--- config.mk ---
export PLATFORM = sky130hd
export DESIGN_NAME = pool2x2_sched
export DESIGN_NICKNAME = d
export VERILOG_FILES = /design/src/rtl/pool2x2_sched.sv
export SDC_FILE = /design/constraint.sdc
export NUM_CORES = 1
export LEC_CHECK = 0
export BUFFER_PORTS_ARGS = -buffer_cell sky130_fd_sc_hd__buf_2
export CORE_MARGIN = 2
export CORE_UTILIZATION = 39
export CTS_CLUSTER_DIAMETER = 100
export DETAILED_ROUTE_END_ITERATION = 6
export GPL_TIMING_DRIVEN = 0
export MAX_ROUTING_LAYER = met4
export SLEW_MARGIN = 20
export SYNTH_ARGS = -nofsm -noshare
export SYNTH_HDL_FRONTEND = slang
export SYNTH_SLANG_ARGS = --single-unit
--- constraint.sdc ---
create_clock -name clk -period 4.1 [get_ports clk]
set_input_delay 0.615 -clock clk [delete_from_list [all_inputs] [get_ports clk]]
set_output_delay 0.615 -clock clk [all_outputs]
set_load 0.02 [all_outputs]
--- src/rtl/pool2x2_sched.sv ---
// pool2x2_sched: sequencer for the 2x2/stride-2 max-pool line buffer; flags full windows with pooled coordinates.
// Optional POOL_STALL_CNT_EN adds a saturating count of HOLD cycles spent waiting on m_ready.
module pool2x2_sched #(
  parameter int WIDTH    = 8,
  parameter int HEIGHT   = 8,
  parameter int CHANNELS = 1
) (
  input  logic                          clk,
  input  logic                          rst,
  input  logic                          start,
  input  logic                          s_valid,
  output logic                          s_ready,
  output logic                          shift_en,
  output logic                          win_valid,
  input  logic                          m_ready,
  output logic [$clog2(HEIGHT/2):0]     win_row,
  output logic [$clog2(WIDTH/2):0]      win_col,
  output logic [$clog2(CHANNELS):0]     win_ch,
  output logic                          busy,
  output logic                          done
`ifdef POOL_STALL_CNT_EN
  ,
  output logic [15:0]                   stall_cnt
`endif
);
  localparam int CW  = $clog2(WIDTH) + 1;
  localparam int RW  = $clog2(HEIGHT) + 1;
  localparam int HW  = $clog2(CHANNELS) + 1;
  localparam int WRW = $clog2(HEIGHT/2) + 1;
  localparam int WCW = $clog2(WIDTH/2) + 1;
  typedef enum logic [1:0] {IDLE, STREAM, HOLD, DONE} state_t;
  state_t state, next;
  logic [CW-1:0] col;
  logic [RW-1:0] row;
  logic [HW-1:0] ch;
  logic col_wrap, row_wrap, win_hit, last_px, fin;
  assign col_wrap  = col == CW'(WIDTH - 1);
  assign row_wrap  = row == RW'(HEIGHT - 1);
  // odd row/col closes a window; the trailing column/row of odd sizes never does
  assign win_hit   = row[0] & col[0] & (col < CW'(2*(WIDTH/2))) & (row < RW'(2*(HEIGHT/2)));
  assign last_px   = col_wrap & row_wrap & (ch == HW'(CHANNELS - 1));
  assign fin       = ch == HW'(CHANNELS);
  assign s_ready   = state == STREAM;
  assign shift_en  = s_valid & s_ready;
  assign win_valid = state == HOLD;
  assign busy      = (state == STREAM) | (state == HOLD);
  assign done      = state == DONE;
  always_ff @(posedge clk or negedge rst)
    if (!rst) state <= IDLE;
    else state <= next;
  always_comb begin
    next = state;
    case (state)
      IDLE:    next = start ? STREAM : IDLE;
      STREAM:  next = !shift_en ? STREAM : win_hit ? HOLD : last_px ? DONE : STREAM;
      HOLD:    next = !m_ready ? HOLD : fin ? DONE : STREAM;
      default: next = IDLE;
    endcase
  end
  always_ff @(posedge clk or negedge rst)
    if (!rst) begin
      col     <= '0;
      row     <= '0;
      ch      <= '0;
      win_row <= '0;
      win_col <= '0;
      win_ch  <= '0;
    end else begin
      if (state == IDLE && start) begin
        col <= '0;
        row <= '0;
        ch  <= '0;
      end else if (shift_en) begin
        col <= col_wrap ? '0 : col + CW'(1);
        if (col_wrap) row <= row_wrap ? '0 : row + RW'(1);
        if (col_wrap && row_wrap) ch <= ch + HW'(1);
      end
      if (shift_en && win_hit) begin
        win_row <= WRW'(row >> 1);
        win_col <= WCW'(col >> 1);
        win_ch  <= ch;
      end
    end
`ifdef POOL_STALL_CNT_EN
  always_ff @(posedge clk or negedge rst)
    if (!rst) stall_cnt <= '0;
    else if (state == IDLE && start) stall_cnt <= '0;
    else if (state == HOLD && !m_ready && stall_cnt != 16'hFFFF) stall_cnt <= stall_cnt + 16'd1;
`endif
endmodule

# Word level (Yosys, flattened, before mapping)
# Index checks and enable logic that the tools add are counted.
# W data, S select, Z words.
# classes
addsub	3
order_cmp	2
n_eq_ne	5
mux	17
bitwise	8
n_reduce_logical	9
# ops
op	count
$mux W4	7
$mux W2	5
$add A4 B1 Y4 const B	2
$eq A4 B3 Y1 const B	2
$lt A4 B4 Y1 const B	2
$and A1 B1 Y1	6
$pmux W2 S3	1
$reduce_bool A2 Y1	3
$eq A2 B2 Y1 const B	2
$mux W1	4
$reduce_and A2 Y1	2
$logic_and A1 B1 Y1	3
$eq A2 B1 Y1 const B	1
$logic_not A2 Y1	1
$add A1 B1 Y1 const B	1
$not A1 Y1	1
$or A1 B1 Y1	1
# totals
reg_bits	18
input_bits	5

# Depth between registers and ports, before layout
# Gate-level depths: netlist of run 1.
# depth
depth_word	7
ltp_mapped	7

# Least setup slack after synthesis of run 1
# OpenSTA, ideal clock, no wires.
# synth_timing
path_kind	flip-flop to output port
start	register state[1]
end	output shift_en
t_arrival_ns	1.317
required_ns	3.485
slack_ns	2.168
stages_incl_launch_ff	6
path_buffers	1
cell_sequence	dfrtp_1 > inv_1 > ha_1 > nand2_1 > clkbuf_1 > inv_1
# synth_via
elab_chain_cells	2
# synth_lines
item	line	rtl
start, declared	32	state_t state, next;
start signal, assigned	50	else state <= next;
$eq A2 B1 Y1	43	assign s_ready = state == STREAM;
via s_ready	12	output logic s_ready,
$and A1 B1 Y1	44	assign shift_en = s_valid & s_ready;
end, declared	13	output logic shift_en,
# The timed path passes the listed nets, and every way through them passes these cells.

# Worst setup path in the final report of run 1
# layout_timing
start	register state[1]
end	output shift_en
# layout_via
elab_chain_cells	2
# layout_lines
item	line
$eq A2 B1 Y1	43
$and A1 B1 Y1	44
# Every way passes these cells.

==> results of run 1 <==
-- layer usage --
metal  GRT usage (%)  part of all wire [%]  vias to the layer above
met5               -                     0                        -
met4            1.28                  0.69                        0
met3            6.00                   4.6                        2
met2            20.6                    44                       12
met1            19.9                    50                      325
li1                -                     -                      340
-- state kept, by name, summed over array words and instances, names as in the netlist --
signal and cells:
ch 1, state 2, row 4, win_ch 1, col 4, win_col 3, win_row 3
-- synth_stat cells (all sizes together) --
master	n
dfrtp	18
a21oi	10
ha	6
inv	6
nand2	6
mux2	5
nand3	4
o21ai	4
o31ai	4
and2	3
or4	3
clkbuf	2
nor2	2
or3	2
a31oi	1
and3b	1
buf	1
nand3b	1
nand4	1
o2111ai	1
or2	1
or4b	1
xor2	1
-- final cells by class --
cell class / instances / area share [%]
Buffer: 3 / 1.76
Inverter: 6 / 2.11
Timing Repair Buffer: 16 / 7.50
Clock buffer: 4 / 3.40
Tap cell: 28 / 3.28
Multi-Input combinational cell: 57 / 39.7
Sequential cell: 18 / 42.2
-- how the worst min path moves through the flow --
stage	slack (ns)	endpoint	start	depth (start not counted)
detailed placement	0.48	win_row[2]$_DFFE_PN0P_	win_row[2]$_DFFE_PN0P_	1
global placement	0.48	win_col[2]$_DFFE_PN0P_	win_col[2]$_DFFE_PN0P_	1
floorplan	0.32	ch$_DFFE_PN0P_	rst	0
finish	0.22	row[2]$_DFFE_PN0P_	rst	1
CTS	0.24	col[2]$_DFFE_PN0P_	rst	1
global route	0.25	state[0]$_DFF_PN0_	rst	1
-- cells by family (layout without fill, tap and decap cells) --
kind of cell / after synthesis / after routing
flops: 18 / 18
buf+inv: 9 / 29
xor+xnor: 1 / 1
simple gates: 25 / 25
compound gates: 20 / 20
mux: 5 / 5
fa+ha+maj: 6 / 6
-- worst max-delay path: stages, from the launching register on --
cell      delay, ns
dfrtp_1        0.39
inv_1          0.07
ha_1           0.22
nand2_1        0.19
clkbuf_1       0.36
inv_1          0.16
buf_2          0.19
-- power by group through the flow --
stage | combinational, mW | clock [mW] | sequential, mW
2_1_floorplan | 0.121 | 0 | 0.245
3_3_place_gp | 0.165 | 0 | 0.247
3_5_place_dp | 0.166 | 0 | 0.250
4_1_cts | 0.167 | 0.114 | 0.245
5_1_grt | 0.190 | 0.121 | 0.251
6_report | 0.164 | 0.108 | 0.244
==> summary.md, run 1 <==
| Metric | Value |
|---|---|
| Status | `complete, no violations` |
| Max FO, Critical Path | `10` |
| Cell Pwr Density | `a little under 500 nW/um^2` |
| Worst-path clk slew | `0.10 ns` |
| Largest family of logic cells by synthesized area | `simple AND/OR/NAND/NOR gates` |
| Crit Reg-Reg Startpoint | `state[1]$_DFF_PN0_` |
| Slew margin rel. | `between 70% and 80%` |
| Seq pwr share | `a little under half` |
| Die width | `about 52 um` |
| Clock Skew | `0.00377 ns` |
| DR iter-0 viols | `9` |
| Layout Nets | `116` |
| Simple-gate portion of the synthesized area | `16.4%` |
| Setup bufs post-CTS | `0` |
| Die ar. | `2750 um^2` |
| Pre-CTS WS | `1.89 ns` |
| HPWL Detailed | `roughly 1200 um` |
| Total power | `0.516 mW` |
| Worst skew pair latency | `0.29 ns` |
| Row count | `17` |
| Most common cell after layout, fill and taps aside | `dfrtp_1` |
| Crit end category | `output port` |
| Synth area leader | `dfrtp_1` |
| Xor and xnor area share after synthesis | `0.956%` |
| Pin count of the biggest net entering global routing | `19` |
| Crit path kind | `register to output port` |
| Sequential share of the synthesized area | `49.2%` |
| Area after DPL | `between 1000 and 1500 um^2` |
| Post-synthesis adder-cell area fraction | `8.20%` |
| Synthesis-to-layout area growth | `16.5%` |
| Setup violations, final | `0` |
| Most frequent cells in the layout | `dfrtp_1, buf_2, a21oi_1` |
| Final setup margin | `between 1.5 and 2 ns` |
| PostCTS Resize Cnt | `0` |
| Num CTS Buffers | `3` |
| H-tree depth | `1` |
| #FFs+latches synth | `18` |
| Cts hold-fix bufs | `0` |
| Placed cell count | `128` |
| Int Power | `around 0.33 mW` |
| Number of remaining DRC errors | `0` |
| GRT overflow | `0` |
| Switch share | `a little over a third` |
| N_diodes | `0` |
| Via density | `5.14` |
| Hold WS | `0.225 ns` |
| Area occupied by multi-input gates | `424 um^2` |
| IO Pins | `17` |
| Worst EP required | `3.48 ns` |
| Worst r2r path cells | `6` |
| Initial core utilization | `just over 40%` |
| R2r endpoint | `win_row[0]$_DFFE_PN0P_` |
| Final min period | `2.49 ns` |
| Port bufs | `16` |
| Hold WC Path Type | `primary input to async pin` |
| CTS root buffer | `clkbuf_4` |
| Setup crit end | `shift_en` |
| Core Util, Final | `48.2%` |
| Combinational Power Share | `31.7%` |
| Layout cells sized above 1 | `just under 30%` |
| Final Cycle Share | `60.7%` |
| DR WL/cell | `12.1 um` |
| Compound-gate portion of the synthesized area | `12.6%` |
| Final Max Slew Viols | `0` |
| Reg area | `450 um^2` |
| Design Area, Final | `1070 um^2` |
| RSZ-0062 raised after global routing | `no` |
| Synth area leaders | `dfrtp_1, ha_1, mux2_4, a21oi_1, o31ai_1` |
| Fill count | `about 210` |
| DRT Pass-1 Iters | `2` |
| Clock buffer depth | `2` |
| Finished Layout Cells | `132` |
| Switch Pwr | `0.183 mW` |
| CTS tree | `yes` |
| Die Y | `52.5 um` |
| Post-synthesis mux area share | `8.20%` |
| Syn avg cell area | `10.9 um^2` |
| Clock network fraction of design power | `a little over a fifth` |
| Crit path DAT | `1.87 ns` |
| GPL Wtd Cong | `about 0.8` |
| Cells after Synth | `84` |
| DRT Wirelength | `1590 um` |
| R2r setup slk | `~2.3 ns` |
| Worst-Margin Slew | `0.439 ns` |
| Synth top area share | `49.2%` |
| Crit start category | `register` |
| Leak pwr | `0.541 nW` |
| First-pass GRT wire length | `2840 um` |
| ANT nets after route | `0` |
| Max-cap violations | `0` |
| Post-Syn Area | `916 um^2` |
| Setup TNS | `0 ns` |
| CTS sink count | `18` |
| Syn. warnings | `0` |
| Mapped Nets | `between 90 and 100` |
| Final Hold Fails | `0` |
| Fmax | `402 MHz` |
| Vias | `679` |
| GRT Util Overall | `14.4%` |
| Synth cell types | `25` |
| Initial antenna violation count | `0` |
| Vias in the first global route | `641` |
| Crit path launch | `state[1]$_DFF_PN0_` |
| Peak supply drop | `269 uV` |
| Core area | `2210 um^2` |
(Power assumes the default switching activity.)
==> inputs of run 2 (changes only) <==
--- a/config.mk
+++ b/config.mk
@@ -5,6 +5,7 @@
 export SDC_FILE = /design/constraint.sdc
 export NUM_CORES = 1
 export LEC_CHECK = 0
+export ABC_AREA = 1
 export BUFFER_PORTS_ARGS = -buffer_cell sky130_fd_sc_hd__buf_2
 export CORE_MARGIN = 2
 export CORE_UTILIZATION = 39
==> constraint.sdc (replaced) <==
create_clock -name clk -period 2.2 [get_ports clk]
set_input_delay 0.33 -clock clk [delete_from_list [all_inputs] [get_ports clk]]
set_output_delay 0.33 -clock clk [all_outputs]
set_load 0.02 [all_outputs]
==> run 2 against run 1 <==
  * Power grew to 2.5 times the previous value
  * Count of clock-buffer cells in the layout stayed put
  * First-iteration DRC count is 56% higher
  * Register-to-register slack worse by 1.5 ns
  * Synthesized cell count is 33% higher
  * Clock power is 87% higher
  * Utilization is 1.0 points lower
  * Area after synthesis is 7.5% higher
==> summary.md, run 2 <==
| Metric | Value |
|---|---|
| Status | `complete, no violations (unchanged)` |
| Worst-Margin Slew | `0.403 ns (was 0.439 ns)` |
| HPWL Detailed | `1410 um (was 1200 um)` |
| Crit path kind | `register to output port (unchanged)` |
| Int Power | `0.738 mW (was 0.333 mW)` |
| Synth top cells by count | `nand2_1, dfrtp_1, inv_1 (was dfrtp_1, a21oi_1, ha_1, inv_1, nand2_1)` |
| Fmax | `575 MHz` |
| DR iter-0 viols | `14 (was 9)` |
| Most common cell after layout, fill and taps aside | `nand2_1 (was dfrtp_1)` |
| Slowest stage delay, CP | `0.42 ns (was 0.39 ns)` |
| Leak pwr | `0.607 nW (was 0.541 nW)` |
| IO Pins | `17 (unchanged)` |
| Port bufs | `16 (unchanged)` |
| Most frequent cells in the layout | `nand2_1, dfrtp_1, buf_2 (was dfrtp_1, buf_2, a21oi_1)` |
| Pin count of the biggest net entering global routing | `19 (unchanged)` |
| Pre-CTS WS | `0.781 ns (was 1.89 ns)` |
| Design Area, Final | `1150 um^2 (was 1070 um^2)` |
| Cells after Synth | `112 (was 84)` |
| Cell Pwr Density | `1140 nW/um^2 (was 483 nW/um^2)` |
| Max-cap violations | `0 (unchanged)` |
| Cells along the critical path | `inv_1 > ha_1 > nand2_2 > clkinv_4 > buf_2 (was inv_1 > ha_1 > nand2_1 > clkbuf_1 > inv_1 > buf_2)` |
| Core area | `2430 um^2 (was 2210 um^2)` |
| Hold WC Path Type | `primary input to register (was primary input to async pin)` |
| Row count | `18 (was 17)` |
| RSZ-0062 raised after global routing | `no (unchanged)` |
| Clock buffer depth | `2 (unchanged)` |
| Area after DPL | `1100 um^2 (was 1030 um^2)` |
| Syn avg cell area | `8.79 um^2 (was 10.9 um^2)` |
| Die Y | `54.2 um (was 52.5 um)` |
| Clock Skew | `0.00764 ns (was 0.00377 ns)` |
| Crit end category | `output port (unchanged)` |
| Combinational Power Share | `43.5% (was 31.7%)` |
| Initial core utilization | `40.5% (was 41.4%)` |
| Worst-path clk slew | `0.10 ns (about the same)` |
| GRT Util Overall | `15.6% (was 14.4%)` |
| Crit-path slowest cell | `dfrtp_1 (unchanged)` |
| Crit start category | `register (unchanged)` |
| Post-synth EDFFs | `0 (unchanged)` |
| Synth top area share | `45.7% (was 49.2%)` |
| #FFs+latches synth | `18 (unchanged)` |
| Final Hold Fails | `0 (unchanged)` |
| Worst EP required | `1.87 ns (was 3.48 ns)` |
| Clock network fraction of design power | `15.4% (was 20.9%)` |
| Switch Pwr | `0.570 mW (was 0.183 mW)` |
| CTS sink count | `18 (unchanged)` |
| GPL Wtd Cong | `0.788 (was 0.804)` |
| H-tree depth | `1 (unchanged)` |
| Most frequent cell after synthesis | `nand2_1 (was dfrtp_1)` |
| Worst skew pair latency | `0.29 ns (about the same)` |
| Die ar. | `2940 um^2 (was 2750 um^2)` |
| Switch share | `43.6% (was 35.5%)` |
| Setup TNS | `0 ns (unchanged)` |
| Sequential share of the synthesized area | `45.7% (was 49.2%)` |
| DRT Pass-1 Iters | `4 (was 2)` |
| Setup violations, final | `0 (unchanged)` |
| Largest registers | `col (4), row (4) (unchanged)` |
| Syn. warnings | `0 (unchanged)` |
| Hold WS | `0.361 ns (was 0.225 ns)` |
| Peak supply drop | `516 uV (was 269 uV)` |
| Ys async rst share | `100% (unchanged)` |
| CTS tree | `yes (unchanged)` |
| Final Max Slew Viols | `0 (unchanged)` |
| Core Util, Final | `47.2% (was 48.2%)` |
| Post-Syn Area | `985 um^2 (was 916 um^2)` |
| DRT Wirelength | `1840 um (was 1590 um)` |
| Vias | `765 (was 679)` |
| Slew margin rel. | `73.1% (was 70.7%)` |
| Via density | `4.69 (was 5.14)` |
| Die width | `54.2 um (was 52.5 um)` |
| Initial antenna violation count | `0 (unchanged)` |
| Final min period | `1.74 ns` |
| Synthesis-to-layout area growth | `16.6% (was 16.5%)` |
| Critical path's top delay family | `flip-flops (was buffers and inverters)` |
| Layout Nets | `145 (was 116)` |
| Setup bufs post-CTS | `0 (unchanged)` |
| Placed cell count | `158 (was 128)` |
| CTS root buffer | `clkbuf_4 (unchanged)` |
| Final Cycle Share | `between 70% and 80%` |
| Layout cells sized above 1 | `30.8% (was 29.8%)` |
| Synth cell types | `21 (was 25)` |
| DR WL/cell | `11.3 um (was 12.1 um)` |
| Max FO, Critical Path | `7 (was 10)` |
| Synth area leaders | `dfrtp_1, nand2_1, ha_1, nand3_1, inv_1 (was dfrtp_1, ha_1, mux2_4, a21oi_1, o31ai_1)` |
| Number of remaining DRC errors | `0 (unchanged)` |
| Vias in the first global route | `731 (was 641)` |
| Num CTS Buffers | `3 (unchanged)` |
| ANT nets after route | `0 (unchanged)` |
| PostCTS Resize Cnt | `0 (unchanged)` |
| GRT overflow | `0 (unchanged)` |
| Crit path DAT | `1.41 ns (was 1.87 ns)` |
| Synth area leader | `dfrtp_1 (unchanged)` |
| Final setup margin | `0.461 ns (was 1.61 ns)` |
| N_diodes | `0 (unchanged)` |
| Main synth FF type | `dfrtp_1 (unchanged)` |
| First-pass GRT wire length | `3210 um (was 2840 um)` |
| Finished Layout Cells | `163 (was 132)` |
| Seq pwr share | `41.1% (was 47.4%)` |
| Mapped Nets | `123 (was 95)` |
| CP bufs+invs | `3 (was 4)` |
| Total power | `1.31 mW (was 0.516 mW)` |
-- run 2: routing by layer --
| layer | part of all wire [%] | global-route usage, % | routed length (um) | vias up |
|---|---|---|---|---|
| met3 | 4.7 | 5.74 | 87 | 2 |
| met2 | 45 | 24.1 | 833 | 16 |
| met5 | 0 | - | 0 | - |
| li1 | - | - | - | 394 |
| met4 | 0.71 | 2.50 | 13 | 0 |
| met1 | 49 | 19.9 | 903 | 353 |
-- run 2: power by group through the flow --
| stage | sequential [mW] | combinational (mW) | clock [mW] |
|---|---|---|---|
| floorplan | 0.575 | 0.390 | 0 |
| global placement | 0.539 | 0.561 | 0 |
| detailed placement | 0.544 | 0.577 | 0 |
| CTS | 0.537 | 0.580 | 0.210 |
| global route | 0.558 | 0.645 | 0.228 |
| finish | 0.538 | 0.568 | 0.202 |
-- run 2: cell families after synthesis --
family,Yosys count,share of synthesized area [%]
buffers and inverters,13,5.46
xor gates and xnor gates,3,2.67
DFF,18,45.7
adders and majority gates,6,7.62
AOI/OAI and AO/OA,12,7.88
and+or+nand+nor,60,30.6
-- run 2: worst paths after layout --
path                                   startpoint  slack [ns]                      to  cells after the start
max                            state[1]$_DFF_PN0_        0.46                shift_en                      5
min                                         start        0.36          ch$_DFFE_PN0P_                      4
max reg2reg                    state[1]$_DFF_PN0_        0.82      state[0]$_DFF_PN0_                      7
min reg2reg                win_row[0]$_DFFE_PN0P_        0.48  win_row[0]$_DFFE_PN0P_                      2
max in group asynchronous                     rst        1.43      row[1]$_DFFE_PN0P_                      2
min in group asynchronous                     rst        0.49  win_col[1]$_DFFE_PN0P_                      2
-- run 2: worst register-to-register path: stages, from the launching register on --
cell	delay [ns]
dfrtp_1	0.42
inv_1	0.09
ha_1	0.24
nand2_2	0.12
clkinv_4	0.10
nand3_4	0.13
a21oi_2	0.14
nor2_1	0.05
-- run 2: timing repair --
action	CTS	global route
endpoints found under the hold margin	18	0
endpoints found under the setup margin	0	0
hold buffers	1	0
-- run 2: final cells by class --
type | count | area, um^2
fill | 249 | 1280
multi-input combinational | 81 | 480
sequential | 18 | 450
timing repair buffer | 17 | 90.1
inverter | 13 | 53.8
tap | 30 | 37.5
clock buffer | 4 | 36.3
